**config.mk**
```make
export PLATFORM = sky130hd
export DESIGN_NAME = dm_bus_arbiter
export DESIGN_NICKNAME = d
export VERILOG_FILES = /design/src/rtl/dm_bus_arbiter_pkg.sv /design/src/rtl/dm_bus_arbiter_rr_pick.sv /design/src/rtl/dm_bus_arbiter.sv
export SDC_FILE = /design/constraint.sdc
export NUM_CORES = 1
export LEC_CHECK = 0
export CAP_MARGIN = 20
export CORE_AREA = 2 2 94 96
export DETAILED_ROUTE_END_ITERATION = 16
export DIE_AREA = 0 0 96 98
export PLACE_DENSITY = 0.84
export SYNTH_ARGS = -nofsm -noshare
export SYNTH_HDL_FRONTEND = slang
export SYNTH_SLANG_ARGS = --single-unit
```
**constraint.sdc**
```tcl
create_clock -name clk -period 2.5 [get_ports clk]
set_input_delay 0.5 -clock clk [delete_from_list [all_inputs] [get_ports clk]]
set_output_delay 0.5 -clock clk [all_outputs]
set_load 0.05 [all_outputs]
```
**src/rtl/dm_bus_arbiter_pkg.sv**
```systemverilog
// Shared types and constants for the debug-module bus arbiter.
// Holds the arbiter state encoding, bus widths and dm register addresses.
package dm_bus_arbiter_pkg;

    typedef enum logic {
        DMARB_IDLE = 1'b0,
        DMARB_BUSY = 1'b1
    } dmarb_state_e;

    localparam int BUS_AW = 18;
    localparam int BUS_DW = 32;

    // Word addresses (bits [19:2]) of dm bus locations.
    localparam logic [BUS_AW-1:0] BUS_ADDR_ROM_BASE    = 18'h00000;
    localparam logic [BUS_AW-1:0] BUS_ADDR_CORE_HALT   = 18'h00100;
    localparam logic [BUS_AW-1:0] BUS_ADDR_CORE_RESUME = 18'h00101;
    localparam logic [BUS_AW-1:0] BUS_ADDR_DM_REQUEST  = 18'h00102;

    // Hart index width; never narrower than one bit.
    function automatic int hart_w(input int n);
        return (n > 1) ? $clog2(n) : 1;
    endfunction

endpackage

```
**src/rtl/dm_bus_arbiter_rr_pick.sv**
```systemverilog
// Combinational round-robin picker: first requester after `last`, wrapping.
// Ports: req (per-hart request), last (previous winner) -> any, idx (winner).
module dm_rr_pick
    import dm_bus_arbiter_pkg::*;
#(
    parameter int NUM_HART = 2,
    parameter int HART_W   = hart_w(NUM_HART)
) (
    input  logic [NUM_HART-1:0] req,
    input  logic [HART_W-1:0]   last,
    output logic                any,
    output logic [HART_W-1:0]   idx
);

    // Doubling the request vector turns the wrap into a plain priority
    // search: masking everything at or below `last` leaves the harts after
    // `last` in the low copy, followed by all harts again in the high copy.
    logic [2*NUM_HART-1:0] dbl;
    logic [2*NUM_HART-1:0] mask;
    logic [2*NUM_HART-1:0] hit;

    always_comb begin
        dbl = {req, req};
        mask = '0;
        for (int i = 0; i < 2*NUM_HART; i++) begin
            mask[i] = (i > int'(last));
        end
        hit = dbl & mask;
        any = |req;
        idx = '0;
        // Descending scan so the lowest set bit is written last and wins.
        for (int i = 2*NUM_HART-1; i >= 0; i--) begin
            if (hit[i]) begin
                idx = HART_W'(i % NUM_HART);
            end
        end
    end

endmodule

```
**src/rtl/dm_bus_arbiter.sv**
```systemverilog
// Round-robin arbiter sharing the dm bus slave port between hart masters.
// Ports: clk/reset; hart_* request/response per hart; dm_* bus to the dm;
//   busy (transaction outstanding); grant_id (current/last granted hart).
module dm_bus_arbiter
    import dm_bus_arbiter_pkg::*;
#(
    parameter int NUM_HART = 2,
    parameter int HART_W   = hart_w(NUM_HART)
) (
    input  logic                   clk,
    input  logic                   reset,
    input  logic [NUM_HART-1:0]    hart_valid,
    input  logic [NUM_HART-1:0]    hart_write,
    input  logic [NUM_HART*18-1:0] hart_addr,
    input  logic [NUM_HART*32-1:0] hart_wdata,
    output logic [NUM_HART-1:0]    hart_ready,
    output logic [31:0]            hart_rdata,
    output logic                   dm_valid,
    input  logic                   dm_ready,
    output logic                   dm_write,
    output logic [17:0]            dm_addr,
    output logic [31:0]            dm_wdata,
    input  logic [31:0]            dm_rdata,
    output logic                   busy,
    output logic [HART_W-1:0]      grant_id
);

    localparam logic [HART_W-1:0] LAST_RST = HART_W'(NUM_HART - 1);

    dmarb_state_e      state;
    dmarb_state_e      state_n;
    logic [HART_W-1:0] last_grant;
    logic [HART_W-1:0] last_grant_n;
    logic [HART_W-1:0] grant_n;
    logic              dm_valid_n;
    logic              dm_write_n;
    logic [17:0]       dm_addr_n;
    logic [31:0]       dm_wdata_n;

    logic              pick_any;
    logic [HART_W-1:0] pick_idx;
    logic              xfer;

    logic [17:0] addr_a  [NUM_HART];
    logic [31:0] wdata_a [NUM_HART];

    for (genvar i = 0; i < NUM_HART; i++) begin : g_unpack
        assign addr_a[i]  = hart_addr[18*i +: 18];
        assign wdata_a[i] = hart_wdata[32*i +: 32];
    end

    dm_rr_pick #(
        .NUM_HART (NUM_HART),
        .HART_W   (HART_W)
    ) u_pick (
        .req  (hart_valid),
        .last (last_grant),
        .any  (pick_any),
        .idx  (pick_idx)
    );

    assign xfer       = (state == DMARB_BUSY) && dm_ready;
    assign busy       = (state == DMARB_BUSY);
    assign hart_rdata = dm_rdata;

    // A hart that abandoned its request gets no pulse; the dm side
    // still completes so no ready is left dangling.
    always_comb begin
        hart_ready = '0;
        if (xfer && hart_valid[grant_id]) begin
            hart_ready[grant_id] = 1'b1;
        end
    end

    always_comb begin
        state_n      = state;
        last_grant_n = last_grant;
        grant_n      = grant_id;
        dm_valid_n   = dm_valid;
        dm_write_n   = dm_write;
        dm_addr_n    = dm_addr;
        dm_wdata_n   = dm_wdata;
        unique case (state)
            DMARB_IDLE: begin
                if (pick_any) begin
                    grant_n    = pick_idx;
                    dm_valid_n = 1'b1;
                    dm_write_n = hart_write[pick_idx];
                    dm_addr_n  = addr_a[pick_idx];
                    dm_wdata_n = wdata_a[pick_idx];
                    state_n    = DMARB_BUSY;
                end
            end
            DMARB_BUSY: begin
                if (dm_ready) begin
                    dm_valid_n   = 1'b0;
                    last_grant_n = grant_id;
                    state_n      = DMARB_IDLE;
                end
            end
            default: state_n = DMARB_IDLE;
        endcase
    end

    always_ff @(posedge clk) begin
        if (reset) begin
            state      <= DMARB_IDLE;
            last_grant <= LAST_RST;
            grant_id   <= '0;
            dm_valid   <= 1'b0;
            dm_write   <= 1'b0;
            dm_addr    <= '0;
            dm_wdata   <= '0;
        end else begin
            state      <= state_n;
            last_grant <= last_grant_n;
            grant_id   <= grant_n;
            dm_valid   <= dm_valid_n;
            dm_write   <= dm_write_n;
            dm_addr    <= dm_addr_n;
            dm_wdata   <= dm_wdata_n;
        end
    end

endmodule
```
==> metrics.md, run 1 <==
| Metric | Value |
|---|---|
| Worst EP required | `2.00 ns` |
| Detailed-placement wirelength estimate | `6000 um` |
| Core ar. | `8470 um2` |
| Max cap viols | `0` |
| Reg2reg start | `busy` |
| Syn Nets | `475` |
| Antenna Cells | `0` |
| Via count | `2,806` |
| GPL Wtd Cong | `0.728` |
| YS warnings | `0` |
| GR Overflow Total | `0` |
| Worst-margin pin slew | `0.543 ns` |
| Vias in the first global route | `2,923` |
| Number of port buffers | `162` |
| WHS Endpoint | `dm_valid` |
| Clock Skew | `0.00834 ns` |
| Post-DRT Antenna Nets | `0` |
| WS Path Type | `primary input to output port` |
| Mean Syn Cell Area | `8.70 um2` |
| Die Y | `98 um` |
| Design Area, Final | `4500 um2` |
| FF-to-FF path depth | `4` |
| Highest clock rate | `471 MHz` |
| Final max-slew violation count | `0` |
| Clock Pin Slew Worst Setup and Hold Paths | `0.10 ns` |
| Hold crit path type | `flip-flop to flip-flop` |
| Layout cells sized above 1 | `16.0%` |
| Mapped cell area | `2920 um2` |
| Nets@finish | `589` |
| Arrival @ worst endpoint | `1.62 ns` |
| Final period utilization | `84.9%` |
| Setup TNS | `0 ns` |
| Die width | `96 um` |
| Reg2Reg Capture Point | `dm_addr[14]` |
| Post-DP Area | `4380 um2` |
| CTS tree | `built` |
| Status | `complete, no violations` |
| Leading area contributor after synthesis | `dfxtp_1` |
| Relative max-transition margin | `63.7%` |
| Global-route wire length before repair | `13,500 um` |
| Hold Crit Depth | `2` |
| Site Rows | `34` |
| Async SR Flop Fraction | `0%` |
| Die area | `9410 um2` |
| Largest net degree at the start of global routing | `53` |
| CP Max Fanout | `6` |
| Crit path cell chain | `clkdlybuf4s50_1, nor3b_2, buf_12` |
| CP max stage cell | `clkdlybuf4s50_1` |
| Area contributors post-synth | `dfxtp_1 (38%), a211oi_2 (21%), a21oi_1 (8.7%), buf_4 (8.7%), nor2_1 (6.8%)` |
| Worst vdd ir | `0.000386 V` |
| Post_cts resized | `0` |
| Worst Setup SP | `hart_valid[0]` |
| Synthesized flop and latch total | `55` |
| Power Density | `596 nW/um2` |
| Post-synth top area share | `37.7%` |
| First-pass DRT Iterations | `4` |
| Setup Viol. Count Final | `0` |
| Mapped Cells | `336` |
| # hold bufs at CTS | `0` |
| Leakage power | `1.70 nW` |
| FF-to-FF setup slack | `1.18 ns` |
| Final Hold Fails | `0` |
| Clk root buf | `clkbuf_8` |
| Most frequent cells after synthesis | `dfxtp_1 (55), nor2_1 (53), nand2_1 (52)` |
| H-Tree Depth | `2` |
| Post-Route WL | `8460 um` |
| Initial Utilization | `34.5%` |
| Routed len/inst | `15.1 um` |
| CTS Buffer Depth | `2` |
| Gr usage total | `17.6%` |
| CTS Buf Count | `5` |
| Worst-Skew Late Latency | `0.31 ns` |
| Startpoint types | `primary input` |
| Cell variety after synth | `21` |
| Post-synth EDFFs | `0` |
| Sequential cell area fraction in the yosys report | `37.7%` |
| Post-CTS Setup Inserts | `0` |
| Initial antenna violation count | `0` |
| Drt first-iter violations | `71` |
| I/O Pins | `227` |
| Via density | `5.02` |
| Period minus WS final | `2.12 ns` |
| Clock Sinks | `55` |
| Max incr delay on CP | `0.65 ns` |
| Critical Path Sink Type | `output port` |
| Count leader, synth | `dfxtp_1` |
| Post-detailed-route DRC marker count | `0` |
| Top_reg_cell synth | `dfxtp_1` |
| Area Growth Syn to Fin | `54.1%` |
| Min-delay src | `dm_valid` |
| RSZ-0062 raised after global routing | `no` |
[cell families after synthesis]
family	count (synthesis)	synth area share, %
buf+inv	61	14.4
flops	55	37.7
simple gates	112	14.9
compound gates	108	33.0
[final cells by class]
cell class | instances | area [um2]
fillers | 776 | 3960
repair buffers | 168 | 1740
multi-input cells | 220 | 1400
flip-flops and latches | 55 | 1100
well taps | 108 | 135
clock buffers | 6 | 82.6
clock inverters | 2 | 35.0
[power breakdown]
group          internal (W)  switching (W)
Sequential         0.000965      0.0000493
Clock              0.000325       0.000297
Combinational      0.000436       0.000610
[per-layer routing]
layer	global-route usage (%)	wire, um	share of wire [%]
met4	4.95	136	1.6
met3	5.56	715	8.5
met2	33.0	4470	53
met1	18.3	3140	37
met5	0	0	0
[worst max-delay path, delay by kind of cell]
family | cells | cell delay, ns
AND/OR/NAND/NOR | 1 | 0.30
buffers and inverters | 2 | 0.82
[stage by stage]
stage / setup slack, ns / cells / total power [W] / utilization (%) / hold slack, ns
finish: 0.377 / 559 / 0.00268 / 53.2 / 0.507
global route: 0.317 / 559 / 0.00281 / 53.2 / 0.559
detailed placement: 0.361 / 551 / 0.00209 / 51.8 / 0.485
floorplan: 0.445 / 336 / 0.00181 / - / 0.520
global placement: 0.383 / 551 / 0.00206 / 51.8 / 0.481
CTS: 0.372 / 559 / 0.00271 / 53.2 / 0.503
[registers in the layout (all words and copies together), names as in the netlist]
register	flops
busy	1
dm_valid	1
dm_addr	18
dm_write	1
grant_id	1
dm_wdata	32
last_grant	1
[cell usage in the layout, fill, tap and decap left out, drive strengths merged, types with 2 or more instances in the layout]
cell type	count
clkbuf	6
buf	9
a21oi	51
clkdlybuf4s50	159
nor3	3
a211oi	51
nand2	52
nor2	53
and3	2
dfxtp	55
[worst max-delay path by stage]
stage,to,slack (ns),cells past startpoint
floorplan,hart_ready[0],0.44,2
global placement,hart_ready[0],0.38,3
detailed placement,hart_ready[0],0.36,3
CTS,hart_ready[0],0.37,3
global route,busy,0.32,1
finish,hart_ready[0],0.38,3
No activity file was read; power rests on OpenSTA's default activity.
==> run 2: changes to the inputs <==
CORE_AREA = 2 2 96 98   (was 2 2 94 96)
DIE_AREA = 0 0 98 100   (was 0 0 96 98)
PLACE_DENSITY = 0.81   (was 0.84)
clock period = 2.2 ns   (was 2.5 ns; I/O delays follow)
==> run 2 against run 1 <==
Net effect:
- cell area grew 1.5%
- setup slack worse by 0.24 ns
- critical path type is now flip-flop to output port
- sequential power up 14%
- largest power group unchanged
- clock power increased by 12%
- utilization shrank 1.8 points
- first-iteration DRC count rose by 9.9%
- global-route usage decreased by 0.51 points
- hold slack better by 0.0052 ns
- clock-buffer cell count stayed put
==> metrics.md, run 2 (same netlist as run 1, synthesis figures left out) <==
| Metric | Value |
|---|---|
| CP Max Fanout | `8 (+2)` |
| Layout cells sized above 1 | `16.9% (+0.92 points)` |
| # hold bufs at CTS | `0 (unchanged)` |
| Die Y | `100 um (+2.0%)` |
| WS Path Type | `flip-flop to output port` |
| Commonest non-fill, non-tap cells in the layout | `clkdlybuf4s50_1 (159), dfxtp_1 (55), nor2_1 (53)` |
| Status | `complete, no violations` |
| Final Hold Fails | `0 (unchanged)` |
| Detailed-placement wirelength estimate | `6280 um (+4.6%)` |
| First-pass DRT Iterations | `4 (unchanged)` |
| Combinational power share | `39.5% (+0.5 points)` |
| Nets@finish | `594 (+0.85%)` |
| Worst-margin pin slew | `0.530 ns (-0.0130 ns)` |
| Final period utilization | `93.6%` |
| Worst EP required | `1.76 ns (-0.24 ns)` |
| Worst-Skew Late Latency | `0.30 ns (about the same)` |
| Clock Sinks | `55 (unchanged)` |
| Post-CTS Setup Inserts | `0 (unchanged)` |
| Clock Skew | `0.00860 ns (+0.000258 ns)` |
| Setup Viol. Count Final | `0 (unchanged)` |
| Clk root buf | `clkbuf_8` |
| Number of port buffers | `162 (unchanged)` |
| Core ar. | `8890 um2 (+5.0%)` |
| Startpoint types | `flip-flop` |
| Crit path cell chain | `clkdlybuf4s50_1` |
| Highest clock rate | `486 MHz` |
| Global-route wire length before repair | `14,000 um (+4.0%)` |
| Sw frac | `35.4% (-0.30 points)` |
| Period minus WS final | `2.06 ns` |
| Arrival @ worst endpoint | `1.62 ns (about the same)` |
| Relative max-transition margin | `64.6% (+0.87 points)` |
| Switching power | `0.00108 W (+13%)` |
| Grt peak-use layer | `met2` |
| Worst path bufs/invs | `1 (-1)` |
| Most common cell after layout, fill and taps aside | `clkdlybuf4s50_1` |
| Final hold slack | `0.512 ns (+0.00524 ns)` |
| Initial antenna violation count | `0 (unchanged)` |
| Number of flip-flops in the largest register | `32 (unchanged)` |
| Post_cts resized | `0 (unchanged)` |
| Worst vdd ir | `0.000440 V (+14%)` |
| Critical Path Sink Type | `output port` |
| GPL Wtd Cong | `0.750 (+3.0%)` |
| CTS tree | `built` |
| Final max-slew violation count | `0 (unchanged)` |
| Setup TNS | `0 ns (unchanged)` |
| Vias in the first global route | `2,865 (-2.0%)` |
| CP max stage cell | `clkdlybuf4s50_1` |
| Max cap viols | `0 (unchanged)` |
| Largest net degree at the start of global routing | `52 (-1.9%)` |
| Met1 GRT Util | `19.5% (+1.2 points)` |
| Met2 Use GR | `31.0% (-2.0 points)` |
| I/O Pins | `227 (unchanged)` |
| Internal power | `0.00198 W (+15%)` |
| Power Density | `670 nW/um2 (+12%)` |
| Gr usage total | `17.1% (-0.51 points)` |
| Post-DRT Antenna Nets | `0 (unchanged)` |
| RSZ-0062 raised after global routing | `no` |
| Hold crit path type | `flip-flop to flip-flop` |
| Drt first-iter violations | `78 (+9.9%)` |
| H-Tree Depth | `2 (unchanged)` |
| CP top delay family | `buffers and inverters` |
| CTS Buf Count | `5 (unchanged)` |
| Via density | `4.97 (-0.95%)` |
| Via count | `2,819 (+0.46%)` |
| CTS Buffer Depth | `2 (unchanged)` |
| GR Overflow Total | `0 (unchanged)` |
| Fillcell total | `814 (+4.9%)` |
| Most flop-heavy register | `dm_wdata` |
| Antenna Cells | `0 (unchanged)` |
| Post-Route WL | `8660 um (+2.4%)` |
| Site Rows | `35 (+2.9%)` |
| Die width | `98 um (+2.1%)` |
| Die area | `9800 um2 (+4.2%)` |
| Post-detailed-route DRC marker count | `0 (unchanged)` |
| Max incr delay on CP | `0.86 ns (+0.21 ns)` |
| Clock Pin Slew Worst Setup and Hold Paths | `0.10 ns (about the same)` |
| Routed len/inst | `15.3 um (+0.97%)` |
| Clk network pwr share | `22.8% (-0.4 points)` |
| Initial Utilization | `32.9% (-1.6 points)` |
| Largest registers | `dm_wdata: 32 flops, dm_addr: 18 flops` |
| Leakage power | `1.73 nW (+2.0%)` |
| Seq pwr share | `37.7% (about the same)` |
| Met3 Usage GRT | `4.81% (-0.75 points)` |
| Area Growth Syn to Fin | `56.4%` |
## run 2: cell types whose count changed in the layout (fill, tap and decap cells not counted)
cell,before,now
buf_4,1,4
buf_12,7,9
## run 2: path summary, 6_finish.rpt
path	slack [ns]	cells past startpoint	endpoint	start
worst max-delay path	0.14	1	busy	busy
worst min-delay path	0.51	2	dm_wdata[19]	dm_wdata[19]
worst max register to register	0.82	4	dm_wdata[4]	busy
worst min register to register	0.51	2	dm_wdata[19]	dm_wdata[19]
## run 2: power groups by stage
stage | Clock, W | Combinational, W | Sequential (W)
global placement | 0 | 0.00120 | 0.00117
detailed placement | 0 | 0.00122 | 0.00118
CTS | 0.000729 | 0.00122 | 0.00116
finish | 0.000697 | 0.00121 | 0.00115
global route | 0.000773 | 0.00128 | 0.00117
floorplan | 0 | 0.000547 | 0.00151
## run 2: final cells by class
| cell class | count | area (um2) | share of cell area, % |
|---|---|---|---|
| repair buffers | 173 | 1810 | 39.6 |
| multi-input cells | 220 | 1400 | 30.7 |
| flip-flops and latches | 55 | 1100 | 24.1 |
| well taps | 111 | 139 | 3.04 |
| clock buffers | 6 | 82.6 | 1.81 |
| clock inverters | 2 | 35.0 | 0.767 |
## run 2: per-layer routing
metal	routed length (um)	vias up	part of all wire, %
li1	-	1354	-
met1	3510	1322	41
met2	4300	122	50
met3	667	21	7.7
met4	180	0	2.1
met5	0	-	0
## run 2: through the flow
step	area [um2]	setup WS, ns	total power (W)	std cells	utilization [%]
6_report	4570	0.141	0.00306	567	51.4
5_1_grt	4570	0.0742	0.00322	567	51.4
4_1_cts	4570	0.131	0.00310	567	51.4
3_5_place_dp	4450	0.165	0.00239	559	50.1
3_3_place_gp	4450	0.249	0.00237	559	50.1
2_1_floorplan	2930	0.205	0.00206	336	-
## run 2: tightest hold or removal path, stage by stage, from the launching register on
cell and delay [ns]:
dfxtp_1 0.32, nor2_1 0.10, a211oi_1 0.05
